File: config.mk
export PLATFORM = sky130hd
export DESIGN_NAME = alu_div16_flat
export DESIGN_NICKNAME = d
export VERILOG_FILES = /design/src/rtl/alu_div16_if.sv /design/src/rtl/alu_div16.sv /design/src/flat_wrapper.sv
export SDC_FILE = /design/constraint.sdc
export NUM_CORES = 1
export LEC_CHECK = 0
export BUFFER_PORTS_ARGS = -buffer_cell sky130_fd_sc_hd__buf_4
export CAP_MARGIN = 30
export CELL_PAD_IN_SITES_DETAIL_PLACEMENT = 1
export CELL_PAD_IN_SITES_GLOBAL_PLACEMENT = 2
export CORE_ASPECT_RATIO = 1.25
export CORE_MARGIN = 3
export CORE_UTILIZATION = 39
export CTS_BUF_LIST = sky130_fd_sc_hd__clkbuf_4
export DETAILED_ROUTE_END_ITERATION = 6
export GPL_TIMING_DRIVEN = 0
export PLACE_DENSITY_LB_ADDON = 0.1
export SLEW_MARGIN = 10
export SYNTH_ARGS = -nofsm -noshare
export SYNTH_HDL_FRONTEND = slang
export SYNTH_SLANG_ARGS = --single-unit
export TNS_END_PERCENT = 30
File: constraint.sdc
create_clock -name clk -period 4.95 [get_ports clk]
set_clock_uncertainty 0.1 [all_clocks]
set_input_delay 0.99 -clock clk [delete_from_list [all_inputs] [get_ports clk]]
set_output_delay 0.99 -clock clk [all_outputs]
set_load 0.01 [all_outputs]
File: src/rtl/alu_div16_if.sv
// rtl/alu_div16_if.sv - start/done handshake and operand/result bundle for alu_div16
interface alu_div16_if #(
    parameter int WIDTH = 16
);
    logic             start;
    logic [WIDTH-1:0] dividend;
    logic [WIDTH-1:0] divisor;
    logic             busy;
    logic             done;
    logic [WIDTH-1:0] quotient;
    logic [WIDTH-1:0] remainder;
    logic             div_by_zero;

    modport master (
        output start, dividend, divisor,
        input  busy, done, quotient, remainder, div_by_zero
    );

    modport slave (
        input  start, dividend, divisor,
        output busy, done, quotient, remainder, div_by_zero
    );
endinterface

File: src/rtl/alu_div16.sv
// rtl/alu_div16.sv - multi-cycle unsigned restoring divider, one quotient bit per clock
module alu_div16 #(
    parameter int WIDTH = 16
) (
    input  logic      clk,
    input  logic      rst_n,
    alu_div16_if.slave bus
);
    localparam int CNT_W = (WIDTH > 2) ? $clog2(WIDTH) : 1;

    typedef enum logic [1:0] {IDLE, RUN, DONE} state_t;

    state_t           state;
    logic [CNT_W-1:0] cnt;
    logic [WIDTH-1:0] q_sh;
    logic [WIDTH-1:0] dvsr;
    // Partial remainder stays below the divisor between iterations, so its
    // extra headroom bit only exists inside the W+1-bit trial below.
    logic [WIDTH-1:0] prem;
    logic             busy_r;
    logic             done_r;
    logic [WIDTH-1:0] quot_r;
    logic [WIDTH-1:0] rem_r;
    logic             dbz_r;

    logic [WIDTH:0]   shifted;
    logic [WIDTH:0]   trial;
    logic             q_bit;
    logic [WIDTH-1:0] rem_next;
    logic [WIDTH-1:0] q_next;

    assign shifted  = {prem, q_sh[WIDTH-1]};
    assign trial    = shifted - {1'b0, dvsr};
    assign q_bit    = ~trial[WIDTH];
    assign rem_next = q_bit ? trial[WIDTH-1:0] : shifted[WIDTH-1:0];
    assign q_next   = {q_sh[WIDTH-2:0], q_bit};

    always_ff @(posedge clk or negedge rst_n) begin
        if (!rst_n) begin
            state  <= IDLE;
            cnt    <= '0;
            q_sh   <= '0;
            dvsr   <= '0;
            prem   <= '0;
            busy_r <= 1'b0;
            done_r <= 1'b0;
            quot_r <= '0;
            rem_r  <= '0;
            dbz_r  <= 1'b0;
        end else begin
            case (state)
                IDLE, DONE: begin
                    done_r <= 1'b0;
                    state  <= IDLE;
                    if (bus.start) begin
                        q_sh <= bus.dividend;
                        dvsr <= bus.divisor;
                        prem <= '0;
                        if (bus.divisor == '0) begin
                            // Zero divisor completes immediately with the saturated result.
                            state  <= DONE;
                            done_r <= 1'b1;
                            cnt    <= '0;
                            quot_r <= '1;
                            rem_r  <= bus.dividend;
                            dbz_r  <= 1'b1;
                        end else begin
                            state  <= RUN;
                            busy_r <= 1'b1;
                            cnt    <= CNT_W'(WIDTH - 1);
                        end
                    end
                end
                RUN: begin
                    prem <= rem_next;
                    q_sh <= q_next;
                    cnt  <= cnt - 1'b1;
                    if (cnt == '0) begin
                        state  <= DONE;
                        busy_r <= 1'b0;
                        done_r <= 1'b1;
                        quot_r <= q_next;
                        rem_r  <= rem_next;
                        dbz_r  <= 1'b0;
                    end
                end
                default: begin
                    state  <= IDLE;
                    busy_r <= 1'b0;
                    done_r <= 1'b0;
                end
            endcase
        end
    end

    assign bus.busy        = busy_r;
    assign bus.done        = done_r;
    assign bus.quotient    = quot_r;
    assign bus.remainder   = rem_r;
    assign bus.div_by_zero = dbz_r;
endmodule

File: src/flat_wrapper.sv
// flat-port wrapper written by rule: the top's interface ports become plain ports
module alu_div16_flat 
#(
    parameter int WIDTH = 16
)
  (clk, rst_n, bus_start, bus_dividend, bus_divisor, bus_busy, bus_done, bus_quotient, bus_remainder, bus_div_by_zero);
  alu_div16_if #(.WIDTH(WIDTH)) bus_i ();
  input  logic clk;
  input  logic rst_n;
  input wire logic [$bits(bus_i.start)-1:0] bus_start;
  input wire logic [$bits(bus_i.dividend)-1:0] bus_dividend;
  input wire logic [$bits(bus_i.divisor)-1:0] bus_divisor;
  output wire logic [$bits(bus_i.busy)-1:0] bus_busy;
  output wire logic [$bits(bus_i.done)-1:0] bus_done;
  output wire logic [$bits(bus_i.quotient)-1:0] bus_quotient;
  output wire logic [$bits(bus_i.remainder)-1:0] bus_remainder;
  output wire logic [$bits(bus_i.div_by_zero)-1:0] bus_div_by_zero;
  assign bus_i.start = bus_start;
  assign bus_i.dividend = bus_dividend;
  assign bus_i.divisor = bus_divisor;
  assign bus_busy = bus_i.busy;
  assign bus_done = bus_i.done;
  assign bus_quotient = bus_i.quotient;
  assign bus_remainder = bus_i.remainder;
  assign bus_div_by_zero = bus_i.div_by_zero;
  alu_div16 #(.WIDTH(WIDTH)) u_core (.clk(clk), .rst_n(rst_n), .bus(bus_i));
endmodule
# [Word level (Yosys, flattened, before mapping)]
# Index checks and enable logic that the tools add are counted.
[totals] output_inout_bits=35 word_cells=59 ramBits=0 regBits=89 rom_bits=0 mem_count=0 latchBits=0 input_bits=35
[classes] n_div=0 reduce_logical=9 bitwise_logic=1 n_lt_le_gt_ge=0 shifts=0 n_mul=0 mux=31 n_eq_ne=6 n_addsub=2
[op_table] cell="$mux 16" n=9
[op_table] cell="$pmux 16 s2" n=4
[op_table] cell="$sub 17x16->17" n=1
[op_table] cell="$logic_not 16->1" n=1
[op_table] cell="$mux 1" n=8
[op_table] cell="$mux 4" n=2
[op_table] cell="$pmux 4 s2" n=1
[op_table] cell="$mux 2" n=3
[op_table] cell="$pmux 1 s2" n=3
[op_table] cell="$logic_not 4->1" n=1
[op_table] cell="$ne 2x1->1 const B" n=2
[op_table] cell="$ne 2x2->1 const B" n=2
[op_table] cell="$pmux 2 s2" n=1
[op_table] cell="$reduce_and 2->1" n=2
[op_table] cell="$reduce_and 4->1" n=1
[op_table] cell="$sub 4x1->4 const B" n=1
[op_table] cell="$reduce_and 3->1" n=1
[op_table] cell="$eq 2x1->1 const B" n=1
[op_table] cell="$eq 2x2->1 const B" n=1
[op_table] cell="$logic_not 2->1" n=1
[op_table] cell="$reduce_bool 2->1" n=1
[op_table] cell="$reduce_or 2->1" n=1
[op_table] cell="$not 1->1" n=1

# [Depth between registers and ports, before layout]
# Gate-level depths: netlist of run 1.
[logic_depth] word_depth=4 depth_mapped=12 mapped_depth_nobuf=11

# [Worst setup path before layout of run 1]
# Ideal clock, no wire load.
[synth_path] path_type="register to register" start="register u_core.q_sh[15]" end="register u_core.prem[1]" slack_ns=2.363 path_buffers=1 t_arrival_ns=2.355 synth_period_minus_slack_ns=2.587 stages_incl_launch_ff=13 setup_ns=0.132 t_required_ns=4.718 path_cell_list="dfrtp_1 -> inv_1 -> ha_1 -> inv_1 -> fa_1 -> a211oi_1 -> o21a_2 -> a21oi_4 -> o22ai_4 -> xnor2_4 -> buf_12 -> mux2i_1 -> o21ai_1"
[synth_via] elab_chain_len=3
[synth_lines] element="start, declared" line="alu_div16.sv:15" source="logic [WIDTH-1:0] q_sh;"
[synth_lines] element="start signal, assigned" line="alu_div16.sv:56" source="q_sh <= bus.dividend;"
[synth_lines] element="start signal, assigned" line="alu_div16.sv:76" source="q_sh <= q_next;"
[synth_lines] element="$sub 17x16->17" line="alu_div16.sv:33" source="assign trial = shifted - {1'b0, dvsr};"
[synth_lines] element="$mux 16" line="alu_div16.sv:35" source="assign rem_next = q_bit ? trial[WIDTH-1:0] : shifted[WIDTH-1:0];"
[synth_lines] element="$pmux 16 s2" line="alu_div16.sv:51" source="case (state)"
[synth_lines] element="end signal, assigned" line="alu_div16.sv:75" source="prem <= rem_next;"
[synth_lines] element="end, declared" line="alu_div16.sv:19" source="logic [WIDTH-1:0] prem;"
# No other way between the ends.
# A chain may end at the register's enable or synchronous reset.

# [Final worst setup path of run 1]
[layout_path] start="input bus_divisor[13]" end="register u_core.rem_r[1] (netlist: u_core.bus.remainder[1])"
[layout_via] elab_chain_len=3
[layout_lines] element="start, declared" line="flat_wrapper.sv:12" source="input wire logic [$bits(bus_i.divisor)-1:0] bus_divisor;"
[layout_lines] element="$logic_not 16->1" line="alu_div16.sv:59" source="if (bus.divisor == '0) begin"
[layout_lines] element="$ne 2x1->1 (no source line)"
[layout_lines] element="$reduce_and 4->1 (no source line)"
[layout_lines] element="end signal, assigned" line="alu_div16.sv:65" source="rem_r <= bus.dividend;"
[layout_lines] element="end signal, assigned" line="alu_div16.sv:83" source="rem_r <= rem_next;"
[layout_lines] element="end, declared" line="alu_div16.sv:23" source="logic [WIDTH-1:0] rem_r;"
# No other way between the ends.

==> results.md, run 1 <==
* Post_cts resized at 0
* Pleak at 2.42 nW
* Slowest cell delay on critical path at 520 ps
* FMAX at 309 MHz
* Worst-margin pin slew at 597 ps
* Delay-heaviest family, CP: simple AND/OR/NAND/NOR gates
* Vias in the first global route at 4062
* Ys Warns at 0
* GR met1 Demand/Resource at 29.0%
* Crit path DAT at 3470 ps
* Slew Limit Fails at 0
* Multi-input logic area at 2110 sq um
* Total negative slack at 0 ps
* Fin nets at 608
* Filler cells at 1337
* CTS Buf Count at 9
* Via Count at 3886
* Buffers added on ports at 69
* DRT Wirelength at 13.9 mm
* Drc violations at 0
* HP Class: in2async
* Drt pass-1 iters at 4
* Routed Antenna Nets at 0
* Worst-path maximum fanout at 10
* Mapped Avg Cell Area at 9.56 sq um
* Critical path class: in2reg
* Post-Layout Cell Count at 695
* Hold Buf Count CTS at 0
* Ports at 70
* First-iteration detailed-routing DRC count at 161
* Dpl cells at 679
* RSZ-0062 raised after global routing: false
* Commonest non-fill, non-tap cell in the layout: dfrtp_1
* Count of final setup violators at 0
* Met3 Usage GRT at 2.92%
* Starting Density at 40.3%
* Largest net degree at the start of global routing at 63
* Fin crit period at 3240 ps
* Period utilisation layout at 65.4%
* Seq/Total Area, Yosys at 48.6%
* Vias per cell at 5.59
* Synth unique cells at 53
* Total grt overflow at 0
* Synth-to-Final Area Change at 19.2%
* Clk buf depth at 2
* Top cell type's share of synthesized area at 48.6%
* Initial antenna violation count at 1
* Die area at 13000 sq um
* Worst-path clk slew at 150 ps
* Total Routing Usage GR at 22.5%
* CP Buf/Inv Count at 2
* Post-DP HPWL at 10.8 mm
* Row Count at 43
* Setup Buffers After CTS at 0
* Skew-Pair Late Insertion Delay at 450 ps
* P per Cell Area at 837 nW/um^2
* Peak supply drop at 0.501 mV
* # H-tree levels at 3
* Critical Path End Type: flip-flop
* Synth async-reset ratio at 100%
* First-pass GRT wire length at 22.3 mm
* Max-cap check violation count at 0
* Chip height at 127 microns
* Core footprint at 11200 sq um
* DR WL/cell at 20.1 microns
* Slowest CP cell: nor4_1
* Ranking of synthesized cells by area: dfrtp_1, nand2_1, ha_1
* Commonest non-fill, non-tap cells in the layout: dfrtp_1, nand2_1, buf_4, o21ai_0, nor2_1
* Routability congestion estimate at 0.878
* Critical path startpoint category: primary input
* Post-synthesis sequential element count at 88
* Clk sink count at 88
* Layout cells sized above 1 at 18.6%
* Number of flops mapped to enable cells by yosys at 0
* Post-Syn Area at 4530 sq um
* Most used routing layer in global routing: met2
* Root Buffer: clkbuf_4
* TritonCTS clock tree: built
* Req. time, crit path at 5180 ps
* Hold Violations, Final at 0
* Met2 usage at 38.3%
* Die W at 102 microns
* CP Cell Sequence: buf_4, nor4_1, nand4_1, nor2_2, o21ai_2, clkbuf_1, a22oi_1, o21ai_1
* Net Count, Synth at 527
* Run status: completed
* Leading area contributor after synthesis: dfrtp_1
* FF/Latch Area at 2200 sq um
* Main synth FF type: dfrtp_1
* Mapped Cells at 474
* Slew headroom at 59.7%
layer usage:
layer	share of wire, %	up-vias
li1	-	1835
met1	44	1962
met2	51	69
met3	2.8	20
met4	2.2	0
met5	0	-
final cells by class:
cell class	count	share of cell area (%)
Multi-Input combinational cell	339	39.0
Clock buffer	9	1.25
Clock inverter	6	1.57
Inverter	23	1.60
Sequential cell	88	40.8
Tap cell	135	3.13
Buffer	24	2.52
Antenna cell	1	0.0463
Timing Repair Buffer	70	10.1
kinds of logic (layout without fill, tap and decap cells):
logic type	after synthesis	after routing	synth area share, %
buffers and inverters	47	132	4.91
AO/OA/AOI/OAI	156	156	22.2
flip-flops	88	88	48.6
multiplexers	15	15	3.34
XOR/XNOR	13	13	2.93
adder cells (fa/ha/maj)	18	18	5.13
AND/OR/NAND/NOR	137	137	12.9
other	0	1	0
power by group:
| part | leakage (nW) | switching [mW] | internal [mW] |
|---|---|---|---|
| Clock | 0.0811 | 0.259 | 0.201 |
| Combinational | 1.28 | 1.64 | 1.15 |
| Sequential | 1.06 | 0.216 | 1.06 |
synth_stat cells, types with 14 or more instances:
master    count
a21oi_1      21
nand2_1      83
nor2_1       26
ha_1         17
o21ai_1      19
inv_1        21
clkbuf_1     16
dfrtp_1      88
o22a_1       15
mux2i_1      14
o21ai_0      39
a22oi_1      17
a31oi_1      15
metrics by stage:
stage	worst slack [ps]	util, %	instance area [sq um]	hold slack, ps	power (mW)
6_report	1710	48.0	5400	349	4.52
3_5_place_dp	1190	46.7	5250	372	4.09
4_1_cts	1640	48.0	5400	348	4.56
3_3_place_gp	1180	46.4	5220	364	3.98
2_1_floorplan	2360	-	4530	349	3.16
5_1_grt	1560	48.0	5400	340	4.91
flip-flops by register name (all words and copies together), names as in the netlist:
name and cells:
u_core.bus.div_by_zero 1, u_core.bus.busy 1, u_core.cnt 4, u_core.q_sh 16
u_core.state 2, u_core.bus.remainder 16, u_core.dvsr 16, u_core.bus.quotient 16
u_core.prem 16
final timing paths:
| path | start | endpoint | slack [ps] | cells past startpoint |
|---|---|---|---|---|
| setup / recovery | bus_divisor[13] | u_core.bus.remainder[1] | 1710 | 8 |
| hold / removal | rst_n | u_core.bus.quotient[1] | 350 | 1 |
| setup reg to reg | u_core.q_sh[15] | u_core.prem[11] | 1720 | 12 |
| hold reg to reg | u_core.cnt[3] | u_core.cnt[3] | 400 | 1 |
| max in group asynchronous | rst_n | u_core.bus.remainder[8] | 3740 | 2 |
| min in group clk | u_core.cnt[3] | u_core.cnt[3] | 400 | 1 |
No activity file was read; power rests on OpenSTA's default activity.
==> inputs of run 2 (changes only) <==
CORE_UTILIZATION = 33   (was 39)
clock period = 2.7 ns   (was 4.95 ns; I/O delays follow)
==> results.md, run 2 (synthesis gave the netlist of run 1 again) <==
* Run status: complete, but fails checks
* Failing checks: negative setup slack
* Row Count at 47 (+9.3%)
* Via Count at 3924 (+0.98%)
* HP Class: in2reg
* RSZ-0062 raised after global routing: true
* Fin nets at 619 (+1.8%)
* # H-tree levels at 3 (unchanged)
* Largest net degree at the start of global routing at 49 (-22%)
* TritonCTS clock tree: built
* Buffers added on ports at 69 (unchanged)
* Clk buf depth at 2 (unchanged)
* Core footprint at 13300 sq um (+19%)
* Count of final setup violators at 16 (+16)
* Ports at 70 (unchanged)
* FF/Latch Area at 2200 sq um (unchanged)
* DR WL/cell at 19.6 microns (-2.1%)
* Crit path DAT at 3000 ps (-470 ps)
* Crit path top cell by count: buf_12
* CTS Buf Count at 9 (unchanged)
* Pre-CTS WS at -499 ps (-1690 ps)
* Post-DP HPWL at 11.2 mm (+3.7%)
* Synth-to-Final Area Change at 27.5%
* Vias per cell at 5.28 (-5.5%)
* Commonest non-fill, non-tap cells in the layout: dfrtp_1, nand2_1, buf_4, o21ai_0, nor2_1
* Skew-Pair Late Insertion Delay at 460 ps (about the same)
* Root Buffer: clkbuf_4
* Peak supply drop at 0.547 mV (+9.2%)
* Worst-path clk slew at 160 ps (about the same)
* First-iteration detailed-routing DRC count at 150 (-6.8%)
* Pleak at 2.50 nW (+3.4%)
* Total grt overflow at 0 (unchanged)
* Layout cells sized above 1 at 24.5% (+5.9 points)
* DRT Wirelength at 14.6 mm (+4.7%)
* Die area at 15200 sq um (+17%)
* Filler cells at 1532 (+15%)
* Die W at 111 microns (+8.2%)
* Final worst slack at -54.3 ps (-1770 ps)
* FMAX at 363 MHz
* Chip height at 137 microns (+8.3%)
* Req. time, crit path at 2950 ps (-2230 ps)
* Slowest cell delay on critical path at 470 ps (-50 ps)
* Critical path startpoint category: flip-flop
* Worst-margin pin slew at 629 ps (+31.7 ps)
* Worst-path maximum fanout at 5 (-5)
* Slew Limit Fails at 0 (unchanged)
* Starting Density at 34.0% (-6.4 points)
* Max-cap check violation count at 0 (unchanged)
* P per Cell Area at 1680 nW/um^2 (+100%)
* Initial antenna violation count at 1 (unchanged)
* Total Routing Usage GR at 19.9% (-2.6 points)
* Hold Violations, Final at 0 (unchanged)
* Critical path class: reg2reg
* First-pass GRT wire length at 23.2 mm (+4.0%)
* Drt pass-1 iters at 4 (unchanged)
* Total Power at 9.69 mW (+110%)
* Slowest CP cell: dfrtp_1
* Routability congestion estimate at 0.813 (-7.4%)
* Clk sink count at 88 (unchanged)
* Critical Path End Type: flip-flop
* Commonest non-fill, non-tap cell in the layout: dfrtp_1
* Drc violations at 0 (unchanged)
* Vias in the first global route at 4151 (+2.2%)
* Multi-input logic area at 2300 sq um (+9.0%)
* Fin crit period at 2750 ps
* CP Cell Sequence: ha_1, o211ai_1, o21a_2, a21oi_4, o22ai_4, xnor2_4, buf_12, buf_12, mux2i_4, o21ai_1
* Slew headroom at 58.1% (-1.6 points)
* Period utilisation layout at 102%
* Routed Antenna Nets at 0 (unchanged)
[run 2: path summary, 6_finish.rpt]
check,from,to,slack [ps],cells after the start
worst max-delay path,u_core.prem[4],u_core.prem[13],-50,10
worst min-delay path,bus_divisor[13],u_core.dvsr[13],180,3
worst max register to register,u_core.prem[4],u_core.prem[13],-50,10
worst min register to register,u_core.state[0],u_core.bus.busy,410,1
max in group asynchronous,rst_n,u_core.dvsr[7],1350,3
min in group asynchronous,rst_n,u_core.bus.quotient[3],470,2
[run 2: what timing repair did]
| item | in CTS | in global routing |
|---|---|---|
| gates cloned | 1 | 0 |
| pin swaps | 7 | 5 |
| hold endpoints to repair | 40 | 0 |
| buffers inserted | 7 | 2 |
| endpoints found under the setup margin | 34 | 42 |
| gates resized for setup | 27 | 19 |
| hold buffers | 1 | 0 |
[run 2: report_power, final]
part           total, mW  internal, mW  switching (mW)
Sequential          2.39          1.93           0.459
Clock              0.822         0.295           0.528
Combinational       6.48          3.05            3.43
[run 2: area by class of cell]
class | instances | area share [%]
buffer | 24 | 2.36
tap | 171 | 3.70
antenna | 1 | 0.0433
multi-input combinational | 339 | 39.8
clock buffer | 9 | 1.17
sequential | 88 | 38.1
inverter | 23 | 1.49
clock inverter | 7 | 1.39
timing repair buffer | 81 | 12.0
[run 2: worst max-delay path, delay by kind of cell (launching register included)]
kind                     cells  cell delay [ps]
AO/OA/AOI/OAI                5              790
flip-flops                   1              470
adder cells (fa/ha/maj)      1              410
XOR/XNOR                     1              310
buffers and inverters        2              280
multiplexers                 1              260
[run 2: per-stage QoR]
step	instance area [sq um]	instances	utilization, %	TNS (ps)	hold WS (ps)
floorplan	4530	474	-	0	144
global placement	5270	714	39.4	-16130	365
detailed placement	5290	715	39.6	-17190	374
CTS	5690	740	42.7	-1610	157
global route	5780	743	43.3	-3910	143
finish	5780	743	43.3	-510	180
[run 2: per-layer routing]
| layer | GRT usage [%] | routed length, microns |
|---|---|---|
| met2 | 34.9 | 7300 |
| met5 | 0 | 0 |
| met1 | 24.7 | 6450 |
| met4 | 6.64 | 395 |
| met3 | 3.63 | 446 |
==> inputs of run 3 (changes only) <==
CELL_PAD_IN_SITES_DETAIL_PLACEMENT = unset   (was 1)
CELL_PAD_IN_SITES_GLOBAL_PLACEMENT = unset   (was 2)
CORE_UTILIZATION = 45   (was 33)
==> results.md, run 3 (synthesis gave the netlist of run 1 again) <==
* Run status: complete, but fails checks
* Failing checks: negative setup slack
* Commonest non-fill, non-tap cell in the layout: dfrtp_1
* Ports at 70 (unchanged)
* HP Class: in2reg
* Critical path class: reg2reg
* CTS Buf Count at 9 (unchanged)
* Worst-path clk slew at 140 ps (-20 ps)
* Initial antenna violation count at 0 (-1)
* Sw frac at 45.5% (-0.074 points)
* Skew-Pair Late Insertion Delay at 460 ps (about the same)
* Synth-to-Final Area Change at 24.9%
* Starting Density at 46.7% (+13 points)
* Filler cells at 911 (-41%)
* Largest net degree at the start of global routing at 46 (-6.1%)
* Comb pwr share at 66.9% (about the same)
* # H-tree levels at 3 (unchanged)
* Pleak at 2.46 nW (-1.5%)
* Buffers added on ports at 69 (unchanged)
* Die W at 95.8 microns (-14%)
* Fin crit period at 2740 ps (-17.9 ps)
* Crit path top cell by count: inv_2
* Req. time, crit path at 2950 ps (about the same)
* Seq pwr share at 25.7% (+1.0 points)
* DRT Wirelength at 12.4 mm (-15%)
* Power share of the clock group at 7.4% (-1.1 points)
* Root Buffer: clkbuf_4
* Count of final setup violators at 13 (-3)
* DP Area at 5240 sq um (-1.1%)
* Commonest non-fill, non-tap cells in the layout: dfrtp_1, nand2_1, buf_4, o21ai_0, nor2_1
* Slowest CP cell: dfrtp_1
* Post-DP HPWL at 9.37 mm (-16%)
* Die area at 11300 sq um (-25%)
* RSZ-0062 raised after global routing: true
* Total grt overflow at 0 (unchanged)
* Chip height at 118 microns (-14%)
* Total negative slack at -205 ps (+305 ps)
* Row Count at 40 (-15%)
* Pre-CTS WS at -513 ps (-14.3 ps)
* Final worst slack at -36.4 ps (+17.9 ps)
* FF/Latch Area at 2200 sq um (unchanged)
* Post-Layout Inst Area at 5660 sq um (-2.1%)
* Drc violations at 0 (unchanged)
* P_int at 5.03 mW (-4.7%)
* Worst-path maximum fanout at 5 (unchanged)
* CP Cell Sequence: inv_2, ha_4, inv_2, fa_2, a211oi_2, o21a_2, a21oi_4, o22ai_4, xnor2_4, buf_12, mux2i_4, o21ai_1
* Hold Violations, Final at 0 (unchanged)
* Period utilisation layout at 101% (-0.66 points)
* Worst-margin pin slew at 609 ps (-19.7 ps)
* FMAX at 365 MHz (+0.65%)
* First-iteration detailed-routing DRC count at 178 (+19%)
* First-pass GRT wire length at 20.0 mm (-14%)
* Routed Antenna Nets at 0 (unchanged)
* Fin nets at 617 (-0.32%)
* Peak supply drop at 0.648 mV (+18%)
* Critical Path End Type: flip-flop
* Critical path startpoint category: flip-flop
* Core footprint at 9710 sq um (-27%)
* Clk sink count at 88 (unchanged)
* Total Routing Usage GR at 23.2% (+3.3 points)
* Vias per cell at 5.69 (+7.8%)
* Vias in the first global route at 3894 (-6.2%)
* Slew headroom at 59.4% (+1.3 points)
* Slew Limit Fails at 0 (unchanged)
* Crit path DAT at 2980 ps (-20 ps)
* Total Power at 9.23 mW (-4.8%)
* Psw at 4.20 mW (-5.0%)
* Slowest cell delay on critical path at 400 ps (-70 ps)
* Via Count at 3956 (+0.82%)
* Multi-input logic area at 2310 sq um (+0.49%)
* # diodes at 0 (-1)
* Max-cap check violation count at 0 (unchanged)
* TritonCTS clock tree: built
* Layout cells sized above 1 at 24.3% (-0.27 points)
* Drt pass-1 iters at 5 (+1)
* P per Cell Area at 1630 nW/um^2 (-2.8%)
* Clk buf depth at 2 (unchanged)
* Routability congestion estimate at 0.857 (+5.4%)
* DR WL/cell at 17.9 microns (-8.8%)
## run 3: changes by cell type in the layout (fill, tap and decap cells not counted), moves of 2 or more
cell,delta
mux2i_2,-2
buf_12,-2
clkinv_4,-3
clkinvlp_4,+3
## run 3: stage by stage
stage	util [%]	hold slack, ps	instances
2_1_floorplan	-	144	474
3_3_place_gp	53.6	366	669
3_5_place_dp	53.9	373	670
4_1_cts	57.5	178	692
5_1_grt	58.3	185	695
6_report	58.3	194	695
## run 3: layout make-up
class	instances	area share, %
buffer	24	2.41
clock buffer	10	1.33
clock inverter	6	0.774
inverter	23	1.53
multi-input combinational	339	40.8
sequential	88	38.9
tap	126	2.79
timing repair buffer	79	11.5
## run 3: worst max-delay path, delay by kind of cell (launching register included)
family                   cells  cell delay, ps
flip-flops                   1             400
multiplexers                 1             290
buffers and inverters        3             320
adder cells (fa/ha/maj)      2             510
AO/OA/AOI/OAI                5             780
XOR/XNOR                     1             210
## run 3: final timing paths
path,startpoint,to,slack (ps),cells after the start
max in group asynchronous,rst_n,u_core.dvsr[2],1350,3
max reg2reg,u_core.q_sh[15],u_core.prem[10],-40,12
min reg2reg,u_core.bus.div_by_zero,u_core.bus.div_by_zero,410,1
min,bus_divisor[6],u_core.dvsr[6],190,3
min in group asynchronous,rst_n,u_core.bus.quotient[15],510,2
max,u_core.q_sh[15],u_core.prem[10],-40,12
## run 3: repair_timing
| item | 4_1_cts | 5_1_grt |
|---|---|---|
| endpoints found under the setup margin | 32 | 30 |
| hold endpoints to repair | 43 | 0 |
| gates cloned | 1 | 0 |
| resized for setup | 27 | 23 |
| buffers inserted | 4 | 3 |
| pin swaps | 3 | 9 |
| hold buffers | 1 | 0 |
## run 3: layer usage
metal	routed length, microns	up-vias	GRT usage (%)
li1	-	1869	-
met3	733	29	2.93
met4	477	0	12.2
met2	6090	141	37.1
met1	5150	1917	30.3
met5	0	-	0
## run 3: power groups by stage
stage | clock, mW | sequential, mW | combinational (mW)
after global routing | 0.754 | 2.45 | 6.74
after global placement | 0 | 2.34 | 4.79
after detailed placement | 0 | 2.36 | 4.89
final | 0.685 | 2.37 | 6.17
after CTS | 0.696 | 2.36 | 5.87
after floorplan | 0 | 2.36 | 3.43
